**src/rtl/invaders_pkg.sv**
```systemverilog
// Shared definitions for the invaders formation blocks (movement, hit
// detection, renderer).
//   - Formation geometry: rows/columns, cell pitch, invader hit-box size.
//   - Formation start position used by the movement block on a new wave.
//   - Hit-detection FSM state encoding.
//   - Helpers to place a cell within the formation.
package invaders_pkg;

  localparam int unsigned ROWS    = 5;   // row 0 = top
  localparam int unsigned COLS    = 11;  // col 0 = left
  localparam int unsigned PITCH_X = 16;  // pixels between cell origins
  localparam int unsigned PITCH_Y = 16;
  localparam int unsigned SPR_W   = 12;  // invader hit-box size, pixels
  localparam int unsigned SPR_H   = 8;

  localparam int unsigned N_CELLS = ROWS * COLS;

  localparam int unsigned INVADERS_START_X = 24;
  localparam int unsigned INVADERS_START_Y = 32;

  // Screen coordinates are 10 bits; formation arithmetic uses one extra bit
  // so a formation whose origin sits near 1023 does not wrap to the left edge.
  localparam int unsigned COORD_W = 10;
  localparam int unsigned ARITH_W = 11;

  localparam int unsigned IDX_W = 6;  // enough for N_CELLS-1
  localparam int unsigned ROW_W = 3;
  localparam int unsigned COL_W = 4;

  typedef enum logic [1:0] {
    ST_IDLE = 2'd0,
    ST_SCAN = 2'd1,
    ST_DONE = 2'd2
  } hit_state_e;

  // Pixel position of a cell origin along one axis: origin + slot*pitch,
  // widened to ARITH_W bits.
  function automatic logic [ARITH_W-1:0] cell_origin(
    input logic [COORD_W-1:0] origin,
    input logic [COL_W-1:0]   slot,
    input int unsigned        pitch
  );
    logic [31:0] offset;
    offset = 32'(slot) * pitch;
    return ARITH_W'(origin) + offset[ARITH_W-1:0];
  endfunction

  // Flat alive-mask index of a (row, col) cell.
  function automatic logic [IDX_W-1:0] cell_index(
    input logic [ROW_W-1:0] row,
    input logic [COL_W-1:0] col
  );
    logic [31:0] flat;
    flat = 32'(row) * COLS + 32'(col);
    return flat[IDX_W-1:0];
  endfunction

endpackage

```
**src/rtl/invader_box_hit.sv**
```systemverilog
// Point-in-box test used for player bullet vs invader and enemy bullet vs
// player checks. Purely combinational.
// Ports:
//   cx, cy : box top-left corner (ARITH_W bits, unsigned)
//   bx, by : point to test (ARITH_W bits, unsigned)
//   hit    : 1 when cx <= bx < cx+BOX_W and cy <= by < cy+BOX_H
module invader_box_hit
  import invaders_pkg::*;
#(
  parameter int unsigned BOX_W = SPR_W,
  parameter int unsigned BOX_H = SPR_H
) (
  input  logic [ARITH_W-1:0] cx,
  input  logic [ARITH_W-1:0] cy,
  input  logic [ARITH_W-1:0] bx,
  input  logic [ARITH_W-1:0] by,
  output logic               hit
);

  // One more bit for the far edges so a box touching the top of the
  // arithmetic range still compares correctly.
  logic [ARITH_W:0] x_end;
  logic [ARITH_W:0] y_end;
  logic             in_x;
  logic             in_y;

  assign x_end = {1'b0, cx} + (ARITH_W+1)'(BOX_W);
  assign y_end = {1'b0, cy} + (ARITH_W+1)'(BOX_H);

  assign in_x = (bx >= cx) && ({1'b0, bx} < x_end);
  assign in_y = (by >= cy) && ({1'b0, by} < y_end);

  assign hit = in_x && in_y;

endmodule

```
**src/rtl/invader_hit_detect.sv**
```systemverilog
// Tracks which invaders of the formation are alive and detects player bullet
// hits. Once per frame (when a bullet is in flight) the formation is scanned
// one cell per cycle; the first live cell containing the bullet tip is killed.
// Ports:
//   clk               system clock
//   rst_n             asynchronous reset, active-low
//   frame             1-cycle pulse at start of vblank, starts a scan
//   wave_reload       revive all invaders and abort any scan (highest priority)
//   invaders_x/_y     formation origin, pixels
//   bullet_active     player bullet in flight
//   bullet_x/_y       bullet tip position, pixels
//   alive             bit row*COLS+col set while that invader lives
//   invader_collision 1-cycle pulse when an invader is killed
//   hit_index/hit_row index and row of the last invader killed (held)
//   all_dead          registered, set once every invader is dead
//   busy              high while a scan (SCAN or DONE) is in progress
module invader_hit_detect
  import invaders_pkg::*;
(
  input  logic               clk,
  input  logic               rst_n,
  input  logic               frame,
  input  logic               wave_reload,
  input  logic [COORD_W-1:0] invaders_x,
  input  logic [COORD_W-1:0] invaders_y,
  input  logic               bullet_active,
  input  logic [COORD_W-1:0] bullet_x,
  input  logic [COORD_W-1:0] bullet_y,
  output logic [N_CELLS-1:0] alive,
  output logic               invader_collision,
  output logic [IDX_W-1:0]   hit_index,
  output logic [ROW_W-1:0]   hit_row,
  output logic               all_dead,
  output logic               busy
);

  localparam logic [IDX_W-1:0] LAST_IDX = IDX_W'(N_CELLS - 1);
  localparam logic [COL_W-1:0] LAST_COL = COL_W'(COLS - 1);

  hit_state_e         state_q;

  // Shadow copies of the positions, frozen for the whole scan.
  logic [COORD_W-1:0] ox_q;
  logic [COORD_W-1:0] oy_q;
  logic [COORD_W-1:0] bx_q;
  logic [COORD_W-1:0] by_q;

  // Scan position kept as flat index plus row/col counters (no divider).
  logic [IDX_W-1:0]   idx_q;
  logic [ROW_W-1:0]   row_q;
  logic [COL_W-1:0]   col_q;

  logic [N_CELLS-1:0] alive_q;
  logic [N_CELLS-1:0] alive_d;
  logic               collision_q;
  logic [IDX_W-1:0]   hit_index_q;
  logic [ROW_W-1:0]   hit_row_q;
  logic               all_dead_q;
  logic               busy_q;

  logic [ARITH_W-1:0] cell_x;
  logic [ARITH_W-1:0] cell_y;
  logic [ARITH_W-1:0] tip_x;
  logic [ARITH_W-1:0] tip_y;
  logic               box_hit;
  logic               scan_hit;
  logic [N_CELLS-1:0] kill_vec;

  // Position of the cell under test.
  assign cell_x = cell_origin(ox_q, col_q, PITCH_X);
  assign cell_y = cell_origin(oy_q, COL_W'(row_q), PITCH_Y);
  assign tip_x  = ARITH_W'(bx_q);
  assign tip_y  = ARITH_W'(by_q);

  invader_box_hit #(
    .BOX_W(SPR_W),
    .BOX_H(SPR_H)
  ) u_box_hit (
    .cx (cell_x),
    .cy (cell_y),
    .bx (tip_x),
    .by (tip_y),
    .hit(box_hit)
  );

  // Dead cells are transparent to the bullet.
  assign scan_hit = (state_q == ST_SCAN) && alive_q[idx_q] && box_hit;

  // One-hot kill decode of the cell under test.
  generate
    for (genvar gi = 0; gi < N_CELLS; gi++) begin : g_kill
      assign kill_vec[gi] = scan_hit && (idx_q == IDX_W'(gi));
    end
  endgenerate

  assign alive_d = alive_q & ~kill_vec;

  always_ff @(posedge clk or negedge rst_n) begin
    if (!rst_n) begin
      state_q     <= ST_IDLE;
      ox_q        <= '0;
      oy_q        <= '0;
      bx_q        <= '0;
      by_q        <= '0;
      idx_q       <= '0;
      row_q       <= '0;
      col_q       <= '0;
      alive_q     <= '1;
      collision_q <= 1'b0;
      hit_index_q <= '0;
      hit_row_q   <= '0;
      all_dead_q  <= 1'b0;
      busy_q      <= 1'b0;
    end else begin
      collision_q <= 1'b0;
      if (wave_reload) begin
        // Reload overrides everything; last-hit info is deliberately kept.
        state_q    <= ST_IDLE;
        alive_q    <= '1;
        all_dead_q <= 1'b0;
        busy_q     <= 1'b0;
      end else begin
        // Follows the registered mask, so it rises the cycle after the kill.
        all_dead_q <= (alive_q == '0);
        unique case (state_q)
          ST_IDLE: begin
            if (frame && bullet_active) begin
              ox_q    <= invaders_x;
              oy_q    <= invaders_y;
              bx_q    <= bullet_x;
              by_q    <= bullet_y;
              idx_q   <= '0;
              row_q   <= '0;
              col_q   <= '0;
              busy_q  <= 1'b1;
              state_q <= ST_SCAN;
            end
          end
          ST_SCAN: begin
            if (scan_hit) begin
              // First hit ends the scan: at most one kill per frame.
              alive_q     <= alive_d;
              collision_q <= 1'b1;
              hit_index_q <= idx_q;
              hit_row_q   <= row_q;
              state_q     <= ST_DONE;
            end else if (idx_q == LAST_IDX) begin
              state_q <= ST_DONE;
            end else begin
              idx_q <= idx_q + IDX_W'(1);
              if (col_q == LAST_COL) begin
                col_q <= '0;
                row_q <= row_q + ROW_W'(1);
              end else begin
                col_q <= col_q + COL_W'(1);
              end
            end
          end
          ST_DONE: begin
            busy_q  <= 1'b0;
            state_q <= ST_IDLE;
          end
          default: begin
            busy_q  <= 1'b0;
            state_q <= ST_IDLE;
          end
        endcase
      end
    end
  end

  assign alive             = alive_q;
  assign invader_collision = collision_q;
  assign hit_index         = hit_index_q;
  assign hit_row           = hit_row_q;
  assign all_dead          = all_dead_q;
  assign busy              = busy_q;

endmodule

```
**config.mk**
```make
export PLATFORM = sky130hd
export DESIGN_NAME = invader_hit_detect
export DESIGN_NICKNAME = d
export VERILOG_FILES = /design/src/rtl/invaders_pkg.sv /design/src/rtl/invader_box_hit.sv /design/src/rtl/invader_hit_detect.sv
export SDC_FILE = /design/constraint.sdc
export NUM_CORES = 1
export LEC_CHECK = 0
export CAP_MARGIN = 0
export CORE_ASPECT_RATIO = 0.9
export CORE_MARGIN = 3
export CORE_UTILIZATION = 50
export CTS_BUF_LIST = sky130_fd_sc_hd__clkbuf_8
export DETAILED_ROUTE_END_ITERATION = 8
export PLACE_DENSITY_LB_ADDON = 0.1
export RECOVER_POWER = 50
export SYNTH_ARGS = -nofsm -noshare
export SYNTH_HDL_FRONTEND = slang
export SYNTH_SLANG_ARGS = --single-unit
```
**constraint.sdc**
```tcl
create_clock -name clk -period 5.87 [get_ports clk]
set_clock_uncertainty 0.1 [all_clocks]
set_input_delay 1.761 -clock clk [delete_from_list [all_inputs] [get_ports clk]]
set_output_delay 1.761 -clock clk [all_outputs]
set_load 0.005 [all_outputs]
```
After elaboration in Yosys (flattened, before gate mapping). Cells that the tools add are included.

Flip-flop bits (word level): 122. Input bits: 45. Logic and storage cells: 197. Output and inout bits: 67.

Add/subtract/negate cells: 7. Multiplexer cells: 31. Bitwise logic cells: 3. $lt $le $gt $ge: 5. Equality and inequality tests: 63. Reduce and logical (&&, ||, !) cells: 74.

Operators with widths (count): 55-bit 2-to-1 mux (3); 6-bit equality test (second input constant) (23); 6-bit by 5-bit equality test with 1-bit output (second input constant) (16); 1-bit logical AND (61); 55-bit bitwise AND (1); 55-bit zero test (1); 55-bit NOT (1); 6-bit by 4-bit equality test with 1-bit output (second input constant) (8); 11-bit by 4-bit adder with 12-bit output (second input constant) (2); 6-bit by 3-bit equality test with 1-bit output (second input constant) (4); 10-bit by 12-bit less-than comparator with 1-bit output (2); 10-bit by 11-bit greater-or-equal comparator with 1-bit output (2); 6-bit 2-to-1 mux (3); 4-bit 2-to-1 mux (4); 6-bit by 2-bit equality test with 1-bit output (second input constant) (2); 3-bit 2-to-1 mux (4); 6-bit case mux with 2 select lines (1); 10-bit by 7-bit adder with 11-bit output (1); 10-bit by 8-bit adder with 11-bit output (1); 2-bit 2-to-1 mux (4); 2-bit inequality test (second input constant) (4); 4-bit case mux with 2 select lines (1); 6-bit by 7-bit less-than comparator with 1-bit output (second input constant) (1); 1-bit 2-to-1 mux (7); other kinds (21) (26).

Depth between registers and ports, before layout. Gate-level depths: netlist of the first run.

Word-level depth: 12. Depth in mapped cells: 18. Gate-level depth less buffers: 17.

By module. From an unflattened synthesis of the first run, not the netlist that was laid out.

Cells, all modules: 652. Area, all modules: 7065.5 sq um.

Modules (own cells, without submodules): invader_hit_detect (cells each 500, area each 5886.9 sq um, times used 1); invader_box_hit (cells each 152, area each 1178.6 sq um, times used 1).

Least setup slack after synthesis of the first run. OpenSTA, ideal clock, no wires.

Kind: register -> register. From: register col_q[0]. To: register hit_index_q[4] (netlist: hit_index[4]). Cell stages (with the launch flop): 17. Arrival: 3.619 ns. Setup slack: 2.024 ns. Library setup time: 0.128 ns. Buffers on the path: 1. Path through: dfrtp_1 > ha_1 > inv_1 > fa_1 > xor2_1 > nor3_1 > nand3_1 > xnor2_1 > ha_1 > nand4_1 > nor2_1 > a21boi_0 > a211oi_1 > a32oi_1 > nor4_4 > buf_6 > mux2_1.

Longest elaborated chain between the ends: 7. Elaborated cells on any way between the ends: 8.

RTL lines: start, declared (line invader_hit_detect.sv:51) `logic [COL_W-1:0] col_q;`; start signal, assigned (line invader_hit_detect.sv:155) `col_q <= col_q + COL_W'(1);`; 10-bit by 8-bit adder with 11-bit output * (line invaders_pkg.sv:45) `return ARITH_W'(origin) + offset[ARITH_W-1:0];`; 11-bit by 4-bit adder with 12-bit output (line invader_box_hit.sv:27) `assign x_end = {1'b0, cx} + (ARITH_W+1)'(BOX_W);`; 10-bit by 12-bit less-than comparator with 1-bit output (line invader_box_hit.sv:30) `assign in_x = (bx >= cx) && ({1'b0, bx} < x_end);`; 1-bit logical AND * (line invader_box_hit.sv:30); 1-bit logical AND * (line invader_box_hit.sv:33) `assign hit = in_x && in_y;`; 1-bit logical AND * (line invader_hit_detect.sv:87) `assign scan_hit = (state_q == ST_SCAN) && alive_q[idx_q] && box_hit;`; 3-bit AND reduction (no source line) *; end signal, assigned (line invader_hit_detect.sv:144) `hit_index_q <= idx_q;`; end, declared (line invader_hit_detect.sv:56) `logic [IDX_W-1:0] hit_index_q;`.

Mark *: on every way between the ends. The rest lies on a longest branch, timed or not. A chain may end at the register's enable or synchronous reset.

Final worst setup path of the first run.
From: register col_q[0]. To: register alive_q[34] (netlist: alive[34]).

Longest elaborated chain between the ends: 12. Elaborated cells on any way between the ends: 15.

RTL lines: 10-bit by 8-bit adder with 11-bit output * (line invaders_pkg.sv:45); 11-bit by 4-bit adder with 12-bit output (line invader_box_hit.sv:27); 10-bit by 12-bit less-than comparator with 1-bit output (line invader_box_hit.sv:30); 1-bit logical AND * (line invader_box_hit.sv:30); 1-bit logical AND * (line invader_box_hit.sv:33); 1-bit logical AND * (line invader_hit_detect.sv:87); 1-bit logical AND (line invader_hit_detect.sv:92) `assign kill_vec[gi] = scan_hit && (idx_q == IDX_W'(gi));`; 55-bit NOT (line invader_hit_detect.sv:96) `assign alive_d = alive_q & ~kill_vec;`; 55-bit bitwise AND (line invader_hit_detect.sv:96); 55-bit 2-to-1 mux (line invader_hit_detect.sv:140) `if (scan_hit) begin`; 55-bit 2-to-1 mux (line invader_hit_detect.sv:125) `unique case (state_q)`; 55-bit 2-to-1 mux (line invader_hit_detect.sv:116) `if (wave_reload) begin`; end signal, assigned (line invader_hit_detect.sv:142) `alive_q <= alive_d;`; end, declared (line invader_hit_detect.sv:53) `logic [N_CELLS-1:0] alive_q;`.

Mark *: on every way between the ends. The rest lies on a longest branch, timed or not. The select of a mux whose other input is x is not followed.

==> impl_results.md, run 1 <==
* Max-cap violations at 2
* Synth cell types at 58
* Hold buffers post-CTS at 0
* Crit path max fanout at 54
* Failing checks: max-capacitance violations, max-slew violations
* Cts repair resizes at 0
* Clk_lat worst skew at 0.45 ns
* Worst hold slack at 0.3869 ns
* CTS sink cnt at 122
* Syn Area/Cell at 10.50 um2
* GRT Overall Usage at 0.2468
* WP data arrival at 4.98 ns
* Setup crit end kind: flip-flop
* CP cell instances: ha_1, inv_1, fa_1, nor2b_1, o21a_1, nor3_1, nor2_1, nand3_1, xnor2_1, ha_1, nand4_1, nor2_1, a21boi_0, a211oi_1, a32oi_1, nor4_4, buf_4, a31oi_1
* Drt first pass iters at 6
* Vias in the first global route at 5772
* Drt total wl at 18710 um
* Worst slew margin at -0.6395
* RSZ-0062 raised after global routing: no
* Via/cell ratio at 5.899
* Leak at 3.586 nW
* Final nets at 869
* Status: complete, but fails checks
* DR DRC count at 0
* Largest net degree at the start of global routing at 56
* Crit path buf inv count at 2
* Post-synthesis sequential area ratio at 0.4426
* Primary FF master, synth: dfrtp_1
* GPL Wtd Cong at 0.9012
* Port Buffers at 111
* Grt ovf at 0
* Critical path's top delay family: simple AND/OR/NAND/NOR gates
* Core area at 13560 um2
* CP Class: flip-flop to flip-flop
* Commonest non-fill, non-tap cell in the layout: clkdlybuf4s50_1
* Hold Vio Cnt, Final at 0
* Post-synth EDFFs at 0
* CTS tree: built
* Die span in y at 118.7 um
* PwrDens at 293.0 nW/um2
* Crit path launch type: flip-flop
* Setup TNS at 0 ns
* Initial core utilization at 0.5200
* Post-Synthesis Cells at 672
* Setup Viol. Count Final at 0
* Post-CTS Setup Repair Bufs at 0
* Total nets after synthesis at 769
* Total CTS buffers at 17
* Achievable Freq at 210.0 MHz
* Yosys reg bits at 122
* Slowest cell on the critical path: buf_4
* Min cycle time layout at 4.763 ns
* CTS Buffer Depth at 2
* Number of primary I/O pins at 112
* Clk slew on worst S/H paths at 0.07 ns
* Worst Tran Pin Value at 2.459 ns
* Post-synth ARST share at 1.000
* First-pass GRT wire length at 30770 um
* Avg WL per Cell at 19.19 um
* Most frequent cells in the layout: clkdlybuf4s50_1 (91), nor2_1 (74), dfrtp_1 (67), a31oi_1 (59), ha_1 (50)
* H-Tree Depth at 4
* # rows at 40
* Initial DRC Count at 466
* Die area at 15570 um2
* Antenna Nets Post-Route at 0
* Final HPWL DP at 13580 um
* Via count at 5752
* HP Class: flip-flop to flip-flop
* Area Overhead vs Synth at 23.49%
* Yosys warning count at 0
* Antenna violations before repair at 0
* CP peak stage delay at 0.59 ns
* Layout cells sized above 1 at 0.1720
* Critical path required time at 6.09 ns
* Root Buffer: clkbuf_8
* Max Slew Vio Count at 91
* Final Cycle Share at 0.8114
* VDD IR max at 0.0001553 V
* Chip Width at 131.2 um
* Synthesized cell area at 7053 um2
* FILL cells at 1120
[cell families (layout without fill, tap and decap cells)]
| family | after synthesis | in the layout | share of synthesized area |
|---|---|---|---|
| adders and majority gates | 52 | 52 | 0.09438 |
| and+or+nand+nor | 200 | 200 | 0.1409 |
| xor gates and xnor gates | 18 | 18 | 0.02342 |
| DFF | 122 | 122 | 0.4426 |
| AOI/OAI and AO/OA | 134 | 134 | 0.1293 |
| buffers and inverters | 65 | 178 | 0.03796 |
| muxes | 81 | 81 | 0.1315 |
| other | 0 | 1 | 0 |
[state kept, by name, summed over array words and instances, names as in the netlist]
name	cells
invader_collision	1
busy	1
all_dead	1
alive	55
ox_q	10
oy_q	10
bx_q	10
hit_index	6
idx_q	6
state_q	2
row_q	3
hit_row	3
by_q	10
col_q	4
[layout make-up]
| type | instances | area [um2] | share of cell area |
|---|---|---|---|
| Antenna cell | 1 | 2.502 | 0.0002873 |
| Clock buffer | 19 | 261.5 | 0.03002 |
| Clock inverter | 13 | 177.7 | 0.02040 |
| Inverter | 30 | 112.6 | 0.01293 |
| Multi-Input combinational cell | 485 | 3666 | 0.4209 |
| Sequential cell | 122 | 3122 | 0.3584 |
| Tap cell | 189 | 236.5 | 0.02715 |
| Timing Repair Buffer | 116 | 1131 | 0.1299 |
[through the flow]
| step | util | power (mW) | setup WS (ns) | cell area (um2) | instances |
|---|---|---|---|---|---|
| 6_report | 0.6422 | 2.552 | 1.107 | 8710 | 975 |
| 5_1_grt | 0.6420 | 2.724 | 0.6684 | 8707 | 974 |
| 4_1_cts | 0.6427 | 2.576 | 1.101 | 8717 | 974 |
| 3_5_place_dp | 0.6103 | 1.739 | 1.130 | 8278 | 942 |
| 3_3_place_gp | 0.6103 | 1.710 | 1.336 | 8278 | 942 |
| 2_1_floorplan | - | 1.518 | 2.024 | 7053 | 672 |
[Yosys cell counts, types with 17 or more instances]
master / count / area share
mux2i_1: 24 / 0.034
mux2_2: 47 / 0.075
clkbuf_1: 24 / 0.013
dfrtp_1: 67 / 0.24
dfstp_2: 55 / 0.20
nor4_1: 17 / 0.015
nor2_1: 74 / 0.039
nand2_1: 21 / 0.011
ha_1: 50 / 0.089
a31oi_1: 59 / 0.052
inv_1: 30 / 0.016
nand3_1: 19 / 0.013
[final timing paths]
path / start / endpoint / slack [ns] / depth (start not counted)
min in group asynchronous: rst_n / bx_q[1] / 1.69 / 1
worst min-delay path: hit_index[2] / hit_index[2] / 0.39 / 1
worst min register to register: hit_index[2] / hit_index[2] / 0.39 / 1
max in group asynchronous: rst_n / hit_index[4] / 2.05 / 2
worst max register to register: col_q[0] / alive[34] / 1.11 / 18
worst max-delay path: col_q[0] / alive[34] / 1.11 / 18
[per-layer routing]
layer	up-vias	global-route usage	share of wire
met4	0	0.07087	0.012
met2	234	0.3688	0.45
met5	-	0	0
met3	25	0.07319	0.078
li1	2678	-	-
met1	2815	0.3501	0.46
[power by group]
group          internal (mW)  total [mW]  switching [mW]
combinational          0.334       0.723           0.390
clock                  0.481       0.828           0.347
sequential             0.919        1.00          0.0817
total                   1.73        2.55           0.818
[worst reg2reg max path, stage by stage (launching register included)]
cell and delay [ns]:
dfrtp_1 0.44, ha_1 0.21, inv_1 0.06, fa_1 0.40
nor2b_1 0.13, o21a_1 0.16, nor3_1 0.07, nor2_1 0.22
nand3_1 0.14, xnor2_1 0.16, ha_1 0.30, nand4_1 0.10
nor2_1 0.04, a21boi_0 0.12, a211oi_1 0.31, a32oi_1 0.28
nor4_4 0.58, buf_4 0.60, a31oi_1 0.21
No activity file was read; power rests on OpenSTA's default activity.
==> run 2, diff against run 1 <==
==> constraint.sdc (replaced) <==
create_clock -name clk -period 4.98 [get_ports clk]
set_clock_uncertainty 0.1 [all_clocks]
set_input_delay 1.494 -clock clk [delete_from_list [all_inputs] [get_ports clk]]
set_output_delay 1.494 -clock clk [all_outputs]
set_load 0.005 [all_outputs]
==> run 2 against run 1 <==
The run still ends with max-capacitance violations, max-slew violations left. Largest cell class unchanged. Utilization rose by 0.30 points. Sequential share of layout area shrank 0.17 points. Register-to-register slack worse by 0.70 ns. Fmax up 4.2%. Critical path type unchanged. Setup slack got worse by 0.70 ns. Die area stayed put. Sequential cell count unchanged. Critical endpoint is now alive[31]. Hold slack gained 0.0044 ns. Sequential power rose by 18%. Clock power rose by 17%. Via count grew 0.75%. Count of clock-buffer cells in the layout unchanged. Highest routed layer is now met5.
==> impl_results.md, run 2 (synthesis results as in run 1) <==
* Area Overhead vs Synth at 24.07%
* Combinational share of power at 0.288
* Worst Tran Pin Value at 3.412 ns
* Clock share of power at 0.320
* VDD IR max at 0.0002706 V
* GPL Wtd Cong at 0.9258
* Crit path buf inv count at 2
* Crit path max fanout at 54
* Chip Width at 131.2 um
* Max-cap violations at 3
* Worst flop-to-flop path endpoint: alive[31]
* Drt first pass iters at 8
* Cts repair resizes at 0
* CTS sink cnt at 122
* Via count at 5795
* Critical path required time at 5.20 ns
* PwrDens at 345.0 nW/um2
* Commonest non-fill, non-tap cell in the layout: clkdlybuf4s50_1
* Pwr Total at 3.019 mW
* Failing checks: max-capacitance violations, max-slew violations
* Layout cells sized above 1 at 0.1929
* Final Cycle Share at 0.9178
* Vias in the first global route at 5739
* Number of primary I/O pins at 112
* Largest net degree at the start of global routing at 65
* Leak at 3.595 nW
* Die area at 15570 um2
* P_int at 2.054 mW
* Root Buffer: clkbuf_8
* Final HPWL DP at 13500 um
* GRT Overall Usage at 0.2464
* Post-CTS Setup Repair Bufs at 0
* Critical path's top delay family: simple AND/OR/NAND/NOR gates
* Worst slew margin at -1.275
* Setup Viol. Count Final at 0
* CTS Buffer Depth at 2
* Grt ovf at 0
* Hold endpoint: hit_row[2]
* Clk_lat worst skew at 0.45 ns
* DR DRC count at 0
* Worst Hold Depth at 1
* Slowest cell on the critical path: nor4_4
* HP Class: flip-flop to flip-flop
* Status: complete, but fails checks
* H-Tree Depth at 4
* # diodes at 0
* Setup crit end kind: flip-flop
* Max Slew Vio Count at 167
* Clk slew on worst S/H paths at 0.07 ns
* Initial DRC Count at 440
* Hold Vio Cnt, Final at 0
* Sequential power share at 0.392
* Hold Crit Start: hit_row[2]
* WP data arrival at 4.79 ns
* Sw Share at 0.3196
* CP cell instances: ha_1, inv_1, fa_1, xor2_1, nor3_1, nand3_1, xnor2_1, ha_1, nand4_1, nor2_1, a21boi_0, a211oi_1, a32oi_1, nor4_4, buf_12, a31oi_1
* # rows at 40
* FF-to-FF Start: col_q[0]
* Drt total wl at 18670 um
* Die span in y at 118.7 um
* RSZ-0062 raised after global routing: no
* Setup TNS at 0 ns
* Hold buffers post-CTS at 0
* Reg2Reg Depth at 16
* Via/cell ratio at 5.931
* Most Frequent Cell on Critical Path: ha_1
* Total CTS buffers at 17
* Core area at 13560 um2
* Most frequent cells in the layout: clkdlybuf4s50_1 (108), nor2_1 (74), dfrtp_1 (67), a31oi_1 (59), dfstp_2 (55)
* CTS tree: built
* Min cycle time layout at 4.571 ns
* Avg WL per Cell at 19.11 um
* CP peak stage delay at 0.66 ns
* Reg2Reg Setup Slack at 0.41 ns
* Antenna Nets Post-Route at 0
* Antenna violations before repair at 1
* Psw at 0.9650 mW
* Largest register FFs at 55
* Port Buffers at 111
* Achievable Freq at 218.8 MHz
* First-pass GRT wire length at 30710 um
* Initial core utilization at 0.5200
* Crit path launch type: flip-flop
* Final nets at 872
* CP Class: flip-flop to flip-flop
## run 2: power groups by stage
stage / Combinational, mW / Sequential [mW] / Clock (mW)
2_1_floorplan: 0.629 / 1.16 / 0
3_3_place_gp: 0.831 / 1.20 / 0
3_5_place_dp: 0.853 / 1.20 / 0
4_1_cts: 0.869 / 1.18 / 0.988
5_1_grt: 0.986 / 1.20 / 1.03
6_report: 0.869 / 1.18 / 0.967
## run 2: layout make-up
cell class,instances,area (um2)
multi-input cells,485,3666
fillers,1124,4812
flip-flops and latches,122,3122
inverters,30,112.6
repair buffers,119,1177
clock inverters,13,175.2
clock buffers,19,261.5
well taps,189,236.5
## run 2: metal layers
| layer | global-route usage | wire length (um) | vias to the layer above |
|---|---|---|---|
| met1 | 0.3515 | 8786 | 2854 |
| li1 | - | - | 2675 |
| met4 | 0.07612 | 282 | 2 |
| met5 | 0 | 12 | - |
| met3 | 0.08340 | 1465 | 33 |
| met2 | 0.3552 | 8127 | 231 |
## run 2: through the flow
stage / area (um2) / setup slack [ns] / utilization / hold slack, ns / cells
floorplan: 7053 / 1.134 / - / 0.3727 / 672
global placement: 8325 / 0.6537 / 0.6138 / 0.3801 / 945
detailed placement: 8325 / 0.4531 / 0.6138 / 0.3765 / 945
CTS: 8762 / 0.4286 / 0.6460 / 0.4006 / 977
global route: 8751 / 0.02925 / 0.6452 / 0.4228 / 977
finish: 8751 / 0.4094 / 0.6452 / 0.3913 / 977
## run 2: worst max path at each step
stage | from | end | depth (start not counted)
3_3_place_gp | col_q[0] | alive[22] | 15
5_1_grt | col_q[0] | alive[23] | 16
2_1_floorplan | col_q[0] | hit_index[4] | 16
4_1_cts | col_q[0] | alive[31] | 16
6_report | col_q[0] | alive[31] | 16
3_5_place_dp | col_q[0] | alive[31] | 16
## run 2: worst register-to-register path, cell delays in order, from the launching register on
cell and delay (ns):
dfrtp_1 0.45, ha_1 0.21, inv_1 0.06, fa_1 0.40, xor2_1 0.24, nor3_1 0.33, nand3_1 0.15, xnor2_1 0.16
ha_1 0.29, nand4_1 0.09, nor2_1 0.04, a21boi_0 0.13, a211oi_1 0.34, a32oi_1 0.30, nor4_4 0.66, buf_12 0.33
a31oi_1 0.17
